File: src/rtl/text_line_controller.sv
// Single-line text buffer shared by two requesters. Edits go to a shadow
// line, which is copied to the displayed line on a vblank rising edge.
module text_line_controller #(
    parameter int         MAX_CHARACTER_LINE = 10,
    parameter logic [7:0] BLANK_CHAR         = 8'h20
) (
    input  logic                            clk,
    input  logic                            rst,
    input  logic                            vblank,
    input  logic                            a_valid,
    input  logic [1:0]                      a_op,
    input  logic [7:0]                      a_data,
    output logic                            a_ready,
    input  logic                            b_valid,
    input  logic [1:0]                      b_op,
    input  logic [7:0]                      b_data,
    output logic                            b_ready,
    output logic [8*MAX_CHARACTER_LINE-1:0] the_line,
    output logic [3:0]                      cursor_pos,
    output logic                            line_full,
    output logic                            pending,
    output logic                            overflow
);

    typedef enum logic {
        IDLE,
        EXEC
    } state_t;

    typedef enum logic [1:0] {
        OP_WRITE     = 2'b00,
        OP_BACKSPACE = 2'b01,
        OP_CLEAR     = 2'b10,
        OP_SETCUR    = 2'b11
    } op_t;

    localparam logic [3:0] MAX_POS = 4'(MAX_CHARACTER_LINE);

    state_t     r_state;
    state_t     w_state_next;
    logic       r_last_b;      // 1: B was granted most recently
    op_t        r_op;
    logic [7:0] r_data;
    logic [7:0] r_shadow [MAX_CHARACTER_LINE];
    logic [7:0] r_line   [MAX_CHARACTER_LINE];
    logic [3:0] r_cursor;
    logic       r_dirty;
    logic       r_overflow;
    logic       r_vblank_d;

    logic       w_grant_a;
    logic       w_grant_b;
    logic       w_commit;
    logic [3:0] w_cursor_dec;
    logic [3:0] w_setcur_target;

    // Round-robin: a lone requester wins; on a tie the one not granted last wins.
    assign w_grant_a = a_valid && (!b_valid ||  r_last_b);
    assign w_grant_b = b_valid && (!a_valid || !r_last_b);

    // Display reload happens only when vblank rises and there is something new.
    assign w_commit = vblank && !r_vblank_d && r_dirty;

    assign w_cursor_dec    = r_cursor - 4'd1;
    assign w_setcur_target = (r_data[3:0] > MAX_POS) ? MAX_POS : r_data[3:0];

    // State register for the IDLE/EXEC handshake FSM.
    always_ff @(posedge clk) begin
        // NOTE: sequential state uses non-blocking assignments so every register
        // samples pre-edge values, independent of statement order.
        if (rst) r_state <= IDLE;
        else     r_state <= w_state_next;
    end

    // Next-state and ready decode; ready is only ever offered in IDLE.
    always_comb begin
        // NOTE: defaults first so no path leaves an output unassigned (no latch).
        w_state_next = r_state;
        a_ready      = 1'b0;
        b_ready      = 1'b0;
        case (r_state)
            IDLE: begin
                a_ready = w_grant_a;
                b_ready = w_grant_b;
                if (w_grant_a || w_grant_b) w_state_next = EXEC;
            end
            EXEC:    w_state_next = IDLE;
            default: w_state_next = IDLE;
        endcase
    end

    // Capture the accepted operation and remember who won arbitration.
    always_ff @(posedge clk) begin
        if (rst) begin
            r_last_b <= 1'b1;
            r_op     <= OP_WRITE;
            r_data   <= 8'h00;
        end else if (a_ready) begin
            r_last_b <= 1'b0;
            r_op     <= op_t'(a_op);
            r_data   <= a_data;
        end else if (b_ready) begin
            r_last_b <= 1'b1;
            r_op     <= op_t'(b_op);
            r_data   <= b_data;
        end
    end

    // Apply the latched edit in EXEC and commit shadow to display on vblank rise.
    always_ff @(posedge clk) begin
        if (rst) begin
            // NOTE: both line buffers are small register arrays that must power
            // up blank, so they are reset explicitly rather than left as RAM.
            for (int i = 0; i < MAX_CHARACTER_LINE; i++) begin
                r_shadow[i] <= BLANK_CHAR;
                r_line[i]   <= BLANK_CHAR;
            end
            r_cursor   <= 4'd0;
            r_dirty    <= 1'b0;
            r_overflow <= 1'b0;
            r_vblank_d <= 1'b0;
        end else begin
            r_vblank_d <= vblank;
            r_overflow <= 1'b0;

            // Commit sees the pre-edit shadow; an edit on the same edge keeps dirty set.
            if (w_commit) begin
                r_line  <= r_shadow;
                r_dirty <= 1'b0;
            end

            if (r_state == EXEC) begin
                case (r_op)
                    OP_WRITE: begin
                        r_dirty <= 1'b1;
                        if (r_cursor < MAX_POS) begin
                            r_shadow[r_cursor] <= r_data;
                            r_cursor           <= r_cursor + 4'd1;
                        end else begin
                            r_overflow <= 1'b1;
                        end
                    end
                    OP_BACKSPACE: begin
                        if (r_cursor != 4'd0) begin
                            r_shadow[w_cursor_dec] <= BLANK_CHAR;
                            r_cursor               <= w_cursor_dec;
                            r_dirty                <= 1'b1;
                        end
                    end
                    OP_CLEAR: begin
                        for (int i = 0; i < MAX_CHARACTER_LINE; i++) begin
                            r_shadow[i] <= BLANK_CHAR;
                        end
                        r_cursor <= 4'd0;
                        r_dirty  <= 1'b1;
                    end
                    OP_SETCUR: r_cursor <= w_setcur_target;
                    default:   r_cursor <= r_cursor;
                endcase
            end
        end
    end

    // Character 0 occupies the most significant byte of the_line.
    for (genvar g = 0; g < MAX_CHARACTER_LINE; g++) begin : g_line_out
        assign the_line[8*(MAX_CHARACTER_LINE-g)-1 -: 8] = r_line[g];
    end

    assign cursor_pos = r_cursor;
    assign line_full  = (r_cursor == MAX_POS);
    assign pending    = r_dirty;
    assign overflow   = r_overflow;

endmodule

File: config.mk
export PLATFORM = sky130hd
export DESIGN_NAME = text_line_controller
export DESIGN_NICKNAME = d
export VERILOG_FILES = /design/src/rtl/text_line_controller.sv
export SDC_FILE = /design/constraint.sdc
export NUM_CORES = 1
export LEC_CHECK = 0
export ABC_AREA = 1
export BUFFER_PORTS_ARGS = -buffer_cell sky130_fd_sc_hd__buf_2
export CORE_MARGIN = 5
export CORE_UTILIZATION = 45
export DETAILED_ROUTE_END_ITERATION = 12
export GPL_TIMING_DRIVEN = 0
export HOLD_SLACK_MARGIN = 0.1
export PLACE_DENSITY_LB_ADDON = 0.1
export SLEW_MARGIN = 20
export SYNTH_ARGS = -nofsm -noshare
export SYNTH_HDL_FRONTEND = slang
export SYNTH_SLANG_ARGS = --single-unit
File: constraint.sdc
create_clock -name clk -period 1.95 [get_ports clk]
set_input_delay 0.39 -clock clk [delete_from_list [all_inputs] [get_ports clk]]
set_output_delay 0.39 -clock clk [all_outputs]
set_load 0.01 [all_outputs]
After elaboration in Yosys (flattened, before gate mapping)

Index checks and enable logic that the tools add are counted.

Equality and inequality tests: 6
Reductions and logical operators: 21
Order comparisons: 6
Mux-type cells: 27
Bitwise gates (word level): 7
Add/subtract/negate cells: 2

Operator list:

| operator              | number |
|---|---|
| $pmux W80 S3          | 1 |
| $mux W80              | 2 |
| $bwmux W80            | 1 |
| $and A70 B70 Y70      | 1 |
| $not A70 Y70          | 1 |
| $demux W8 S4          | 2 |
| $mux W8               | 4 |
| $pmux W4 S4           | 1 |
| $mux W4               | 3 |
| $ge A5 B5 Y1 const B  | 2 |
| $lt A5 B1 Y1 const B  | 2 |
| $not A4 Y5            | 2 |
| $or A10 B10 Y10       | 1 |
| $mux W1               | 9 |
| $logic_and A1 B1 Y1   | 6 |
| $add A4 B1 Y4 const B | 1 |
| $eq A2 B2 Y1 const B  | 2 |
| $eq A4 B4 Y1 const B  | 1 |
| $gt A4 B4 Y1 const B  | 1 |
| $logic_not A1 Y1      | 4 |
| $lt A4 B4 Y1 const B  | 1 |
| $mux W2               | 2 |
| $ne A2 B2 Y1 const B  | 2 |
| $pmux W1 S2           | 2 |
| other kinds (12)      | 15 |

Bits of input ports: 25
Bits in registers: 179
Output and inout bits: 89
Word-level logic and storage cells: 97

Longest topological paths before layout

Gate-level depths: netlist of the first run.

Depth after elaboration: 10
Depth in mapped cells: 11
Gate-level depth less buffers: 11

Worst setup path before layout of the first run

No wires, ideal clock.

Path type: register -> register
From: register r_cursor[0], in the netlist cursor_pos[0]
To: register (tool-made name)
Buffers on the path: 1
Period minus slack after synthesis: 1.750 ns
Setup slack: 0.200 ns
Cell stages (with the launch flop): 10
Arrival: 1.618 ns
Required time: 1.818 ns
Library setup time: 0.132 ns
Cells stage by stage: dfxtp_1 > inv_1 > ha_1 > nand3_2 > nand3_2 > buf_6 > nor2_4 > nand2_4 > nand2_1 > a21oi_1

RTL lines:

| element                | RTL line | text |
|---|---|---|
| start, declared        | 46       | `logic [3:0] r_cursor;` |
| start signal, assigned | 138      | `r_cursor <= r_cursor + 4'd1;` |
| start signal, assigned | 146      | `r_cursor <= w_cursor_dec;` |
| start signal, assigned | 157      | `OP_SETCUR: r_cursor <= w_setcur_target;` |

Worst setup path in the final report of the first run

From: register r_cursor[3], in the netlist cursor_pos[3]
To: output line_full

Word-level cells in the longest chain between the ends: 1

Ends and longest elaborated chain:

| element       | RTL line | text |
|---|---|---|
| $eq A4 B4 Y1  | 170      | `assign line_full = (r_cursor == MAX_POS);` |
| end, declared | 20       | `output logic line_full,` |

Every way passes these cells.

==> results of run 1 <==
## layout make-up
cell class | instances | area [sq um]
fillers | 1648 | 7310
repair buffers | 121 | 641
well taps | 220 | 275
clock inverters | 12 | 168
inverters | 55 | 215
plain buffers | 64 | 304
multi-input cells | 707 | 3570
clock buffers | 19 | 443
flip-flops and latches | 179 | 3590
## metal layers
layer | global-route usage [%] | wire (microns) | vias up
met5 | 0 | 0 | -
met4 | 6.07 | 350 | 0
met3 | 4.56 | 1450 | 32
met2 | 36.6 | 9990 | 221
met1 | 32.3 | 10600 | 3263
li1 | - | - | 3622
## kinds of logic (layout without fill, tap and decap cells)
family | after synthesis | after routing | share of synthesized area (%)
flip-flops | 179 | 179 | 47.3
buffers and inverters | 121 | 271 | 6.41
AO/OA/AOI/OAI | 191 | 191 | 13.3
adder cells (fa/ha/maj) | 12 | 12 | 1.98
AND/OR/NAND/NOR | 503 | 503 | 30.9
XOR/XNOR | 1 | 1 | 0.116
## power by group
group | leakage (nW) | switching, mW | internal [mW]
clock network | 0.300 | 1.53 | 2.08
logic | 2.37 | 1.11 | 0.489
registers | 1.45 | 0.105 | 3.81
total | 4.13 | 2.74 | 6.38
## layout by cell type (no fill, tap or decap), types with 2 or more instances in the layout
cell,netlist,routed
inv_2,4,4
o21ai_0,87,87
o32ai_1,3,3
nand2_1,182,182
clkbuf_16,0,17
buf_8,0,2
o211ai_1,13,13
nor3_1,2,2
clkbuf_2,0,8
nor2_4,12,16
or2_2,3,3
clkbuf_1,53,45
nand3_1,17,17
inv_1,50,47
dfxtp_1,179,174
inv_6,0,3
clkinv_2,0,2
dfxtp_2,0,4
clkinvlp_4,0,2
ha_1,12,9
clkbuf_4,0,4
bufinv_16,0,3
nand4_1,81,81
nor2_1,184,183
ha_4,0,3
buf_4,1,9
inv_4,0,2
nor2_2,7,4
a21oi_1,81,81
nand2_4,10,10
nand3_2,2,2
buf_2,10,116
inv_8,0,3
a31oi_1,5,5
## tightest hold or removal path: stages
cell	delay, ps
buf_2	80
nor2_1	30
o32ai_1	100
## what timing repair did
action / in CTS / in global routing
setup buffers: 2 / 7
endpoints found under the setup margin: 162 / 94
resized for setup: 18 / 24
cloned: 0 / 0
pin swaps: 1 / 2
## worst min path at each step
| stage | cells past startpoint | startpoint | to |
|---|---|---|---|
| after detailed placement | 2 | flip-flop | flip-flop |
| after global routing | 3 | a_op[0] | r_op[0] |
| after floorplan | 2 | flip-flop | flip-flop |
| after global placement | 2 | flip-flop | flip-flop |
| final | 3 | a_data[5] | r_data[5] |
| after CTS | 3 | a_data[5] | r_data[5] |
## through the flow
step	setup slack, ps	instances
after detailed placement	-355	1339
after global placement	-344	1339
after CTS	9.50	1370
final	59.7	1377
after floorplan	200	1007
after global routing	-11.6	1377
==> impl_metrics.toml, run 1 <==
[synth]
synth_nets = 1044
synth_edf_count = 0
yosysSeqAreaShare_pct = 47.3
synthTopCellsByArea = "dfxtp_1 (47%), nor2_1 (9.1%), nand2_1 (9.0%)"
synth_top_area_cell = "dfxtp_1"
synth_warnings = 0
post-synth-top-count-cell = "nor2_1"
netlist-cell-type-count = 30
synth_top_cells_by_count = "nor2_1 (184), nand2_1 (182), dfxtp_1 (179)"
async_reset_ff_share_pct = 0
synth_flop_cell = "dfxtp_1"
syn-mean-instance-area_sq_um = 7.52
netlist_instances = 1007
synth_top_area_share_pct = 47.3
syn-cell-area_sq_um = 7580
ys_ff_latch = 179

[placement]
place_congestion = 0.938
dpl.hpwl_microns = 15900
io_buffers = 112
placed_cell_area_sq_um = 8410

[worst_setup_path]
crit_type = "flip-flop to output pin"
end_kind = "output pin"
cp.required_ps = 1560
crit_fanout = 10
r2r_start = "cursor_pos[0]"
startpoint = "cursor_pos[3]"
rr_worst_depth = 8
slowest_delay_ps = 390
worst_setup_path_start_kind = "flip-flop"
crit_cells = 4
slowest_stage = "dfxtp_2"
critPathTopFamily = "buffers and inverters"
crit_end = "line_full"
rrSetupSlack_ps = 100
path_cells = "buf_8 -> clkinvlp_4 -> nor3_1 -> buf_2"
critPathArrivalTime_ps = 1500
path_buf_inv = 3

[routing]
drtAntennaViolNets = 0
drc_errors = 0
wire_per_inst_microns = 16.3
viasPerCell = 5.18
dr.pass1.iters = 5
vias = 7138
first_iter_violations = 680
routed_wl_microns = 22400

[cts]
cts_tree = "done"
numCtsBuffers = 17
clk_pin_slew_worst_paths_ps = 70
root_buffer = "clkbuf_16"
hold_buffers = 0
worstSkewPairLatency_ps = 440
cts.path.max_buffers = 2
cts_sinks = 179
h-tree-depth = 4

[final_layout]
nNetsFinal = 1182
utilization_pct = 55.7
n_antenna_cell = 0
area_growth_pct = 21.6
post-route-cell-area_sq_um = 9210
drive_above_1_share_pct = 19.4

[sta]
fin_skew_ps = 9.65
relSlewSlack_pct = 49.0
finalSetupViolCount = 0
fmax_mhz = 529
period_share_pct = 96.9
drv_slew = 0
worstMarginPinSlew_ps = 765
finalSetupTns_ps = 0
finalHoldViolations = 0
period_minus_slack_ps = 1890
hold_ws_ps = 207

[flow_run]
maxCapViolations = 0

[pwr]
power_density_nw_per_um2 = 990
p_total_mw = 9.12
p_leak_nw = 4.13
vdd_drop_max_mv = 0.730

[global_route]
grt_pass1_vias = 6798
grt_overflow_total = 0
grt_max_degree = 17
gr-usage-all-layers_pct = 23.1
antenna_found_initial = 0
grt_pass1_wl_microns = 36300

[die]
core_sq_um = 16500
pin_count = 114
die_h_microns = 140
fp.dieW_microns = 140
row_count = 47
fp.dieArea_sq_um = 19500
initial_core_util_pct = 45.8

[min_path]
hold_class = "primary input to flip-flop"

[run_status]
status = "finished clean"
Note: power is estimated with default switching activity, not from simulation.
==> inputs of run 2 (changes only) <==
Settings changed: CORE_UTILIZATION 45 to 38.
==> run 2 against run 1 <==
Sequential share of layout area increased by 0.075 points. Final cell count increased by 3.1%. Critical path depth did not move. Critical path type unchanged. Worst setup slack improved by 14 ps.
==> impl_metrics.toml, run 2 (synthesized netlist as in run 1, its figures left out) <==
[global_route]
gr-usage-all-layers_pct = 20.6
grt_pass1_wl_microns = 36300
antenna_found_initial = 0
grt_pass1_vias = 6741
grt_max_degree = 17
grt_overflow_total = 0

[final_layout]
n_antenna_cell = 0
area_growth_pct = 21.4
multi_input_area_sq_um = 3570
regArea_sq_um = 3590
layout_common_cells = "nor2_1 (183), nand2_1 (182), dfxtp_1 (174)"
utilization_pct = 47.1
nFillCells = 2059
layout.cells.non_filler = 1420
final_common_cell = "nor2_1"
drive_above_1_share_pct = 19.3
nNetsFinal = 1180

[pwr]
p_leak_nw = 4.09
internal-power_mw = 6.02
clkPwrFrac_pct = 37.0
switching_power_mw = 2.75
netSwitchingFraction_pct = 31.4
power_density_nw_per_um2 = 954
seqPwrFrac_pct = 44.7
vdd_drop_max_mv = 0.630
pwr-share-comb_pct = 18.3

[cts]
root_buffer = "clkbuf_16"
cts.path.max_buffers = 2
cts_sinks = 179
h-tree-depth = 4
cts_tree = "done"
clk_pin_slew_worst_paths_ps = 70
numCtsBuffers = 17
hold_buffers = 0
worstSkewPairLatency_ps = 430

[routing]
first_iter_violations = 395
wire_per_inst_microns = 16.4
drc_errors = 0
met1_length_microns = 11300
dr_wl_met3_microns = 1430
dr.pass1.iters = 5
drtAntennaViolNets = 0
dr_wl_met2_microns = 10300
routed_wl_microns = 23300
vias = 7138
viasPerCell = 5.03
top_layer = "met4"

[worst_setup_path]
critPathArrivalTime_ps = 1490
cp.required_ps = 1560
slowest_delay_ps = 390
crit_fanout = 10
end_kind = "output pin"
slowest_stage = "dfxtp_2"
crit_type = "flip-flop to output pin"
worst_setup_path_start_kind = "flip-flop"
path_cells = "buf_8 -> clkinvlp_4 -> nor3_1 -> buf_2"

[die]
core_sq_um = 19500
row_count = 51
initial_core_util_pct = 38.8
die_h_microns = 151
fp.dieArea_sq_um = 22900
fp.dieW_microns = 151
pin_count = 114

[sta]
finalSetupViolCount = 0
period_share_pct = 96.2
finalWorstSetupSlack_ps = 73.5
drv_slew = 0
finalHoldViolations = 0
finalSetupTns_ps = 0
fmax_mhz = 533
relSlewSlack_pct = 46.6
period_minus_slack_ps = 1880
worstMarginPinSlew_ps = 801
fin_skew_ps = 11.4

[flow_run]
maxCapViolations = 0

[placement]
io_buffers = 112
dpl.hpwl_microns = 16800
place_congestion = 0.928
post-place-ws_ps = -451
place_inst = 1384

[run_status]
status = "finished clean"

[min_path]
hold_class = "primary input to flip-flop"
run 2: cell types whose count changed in the layout (fill, tap and decap cells not counted), moves of 2 or more:
cell / change
bufinv_16: -3
buf_4: -2
buf_2: -3
clkinv_4: +4
ha_2: +2
clkbuf_4: +4
run 2: stage by stage:
| step | hold slack [ps] | cell area [sq um] | total power, mW |
|---|---|---|---|
| finish | 220 | 9200 | 8.78 |
| global route | 229 | 9200 | 9.17 |
| CTS | 211 | 9090 | 8.76 |
| detailed placement | 454 | 8470 | 5.49 |
| global placement | 452 | 8470 | 5.48 |
| floorplan | 440 | 7580 | 4.98 |
run 2: final cells by class:
| class | count | share of cell area (%) |
|---|---|---|
| plain buffers | 65 | 3.52 |
| inverters | 55 | 2.37 |
| flip-flops and latches | 179 | 39.1 |
| well taps | 265 | 3.60 |
| multi-input cells | 707 | 38.9 |
| repair buffers | 118 | 6.58 |
| clock buffers | 20 | 4.96 |
| clock inverters | 11 | 1.03 |
run 2: layer usage:
metal  track usage [%]  up-vias
li1                  -     3628
met1              29.0     3268
met2              32.3      214
met3              3.83       28
met4              5.58        0
met5                 0        -
run 2: what timing repair did:
action	in CTS	in global routing
buffers inserted	3	3
setup endpoints to repair	162	82
pin swaps	1	2
gates resized for setup	24	25
run 2: power by group through the flow:
| stage | clock network (mW) | logic (mW) | registers (mW) |
|---|---|---|---|
| global route | 3.46 | 1.78 | 3.93 |
| finish | 3.25 | 1.61 | 3.92 |
| detailed placement | 0 | 1.49 | 3.99 |
| global placement | 0 | 1.49 | 3.99 |
| CTS | 3.30 | 1.54 | 3.91 |
| floorplan | 0 | 0.963 | 4.01 |
run 2: worst paths after layout:
path	startpoint	endpoint	slack [ps]	depth (start not counted)
setup / recovery	cursor_pos[3]	line_full	70	4
hold / removal	a_op[1]	r_op[1]	220	3
setup reg to reg	r_op[0]	flip-flop	110	11
hold reg to reg	flip-flop	flip-flop	460	2
run 2: critical path: cells and delay by family, from the launching register on:
family | cells | cell delay (ps)
buffers and inverters | 3 | 470
flip-flops | 1 | 390
AND/OR/NAND/NOR | 1 | 190
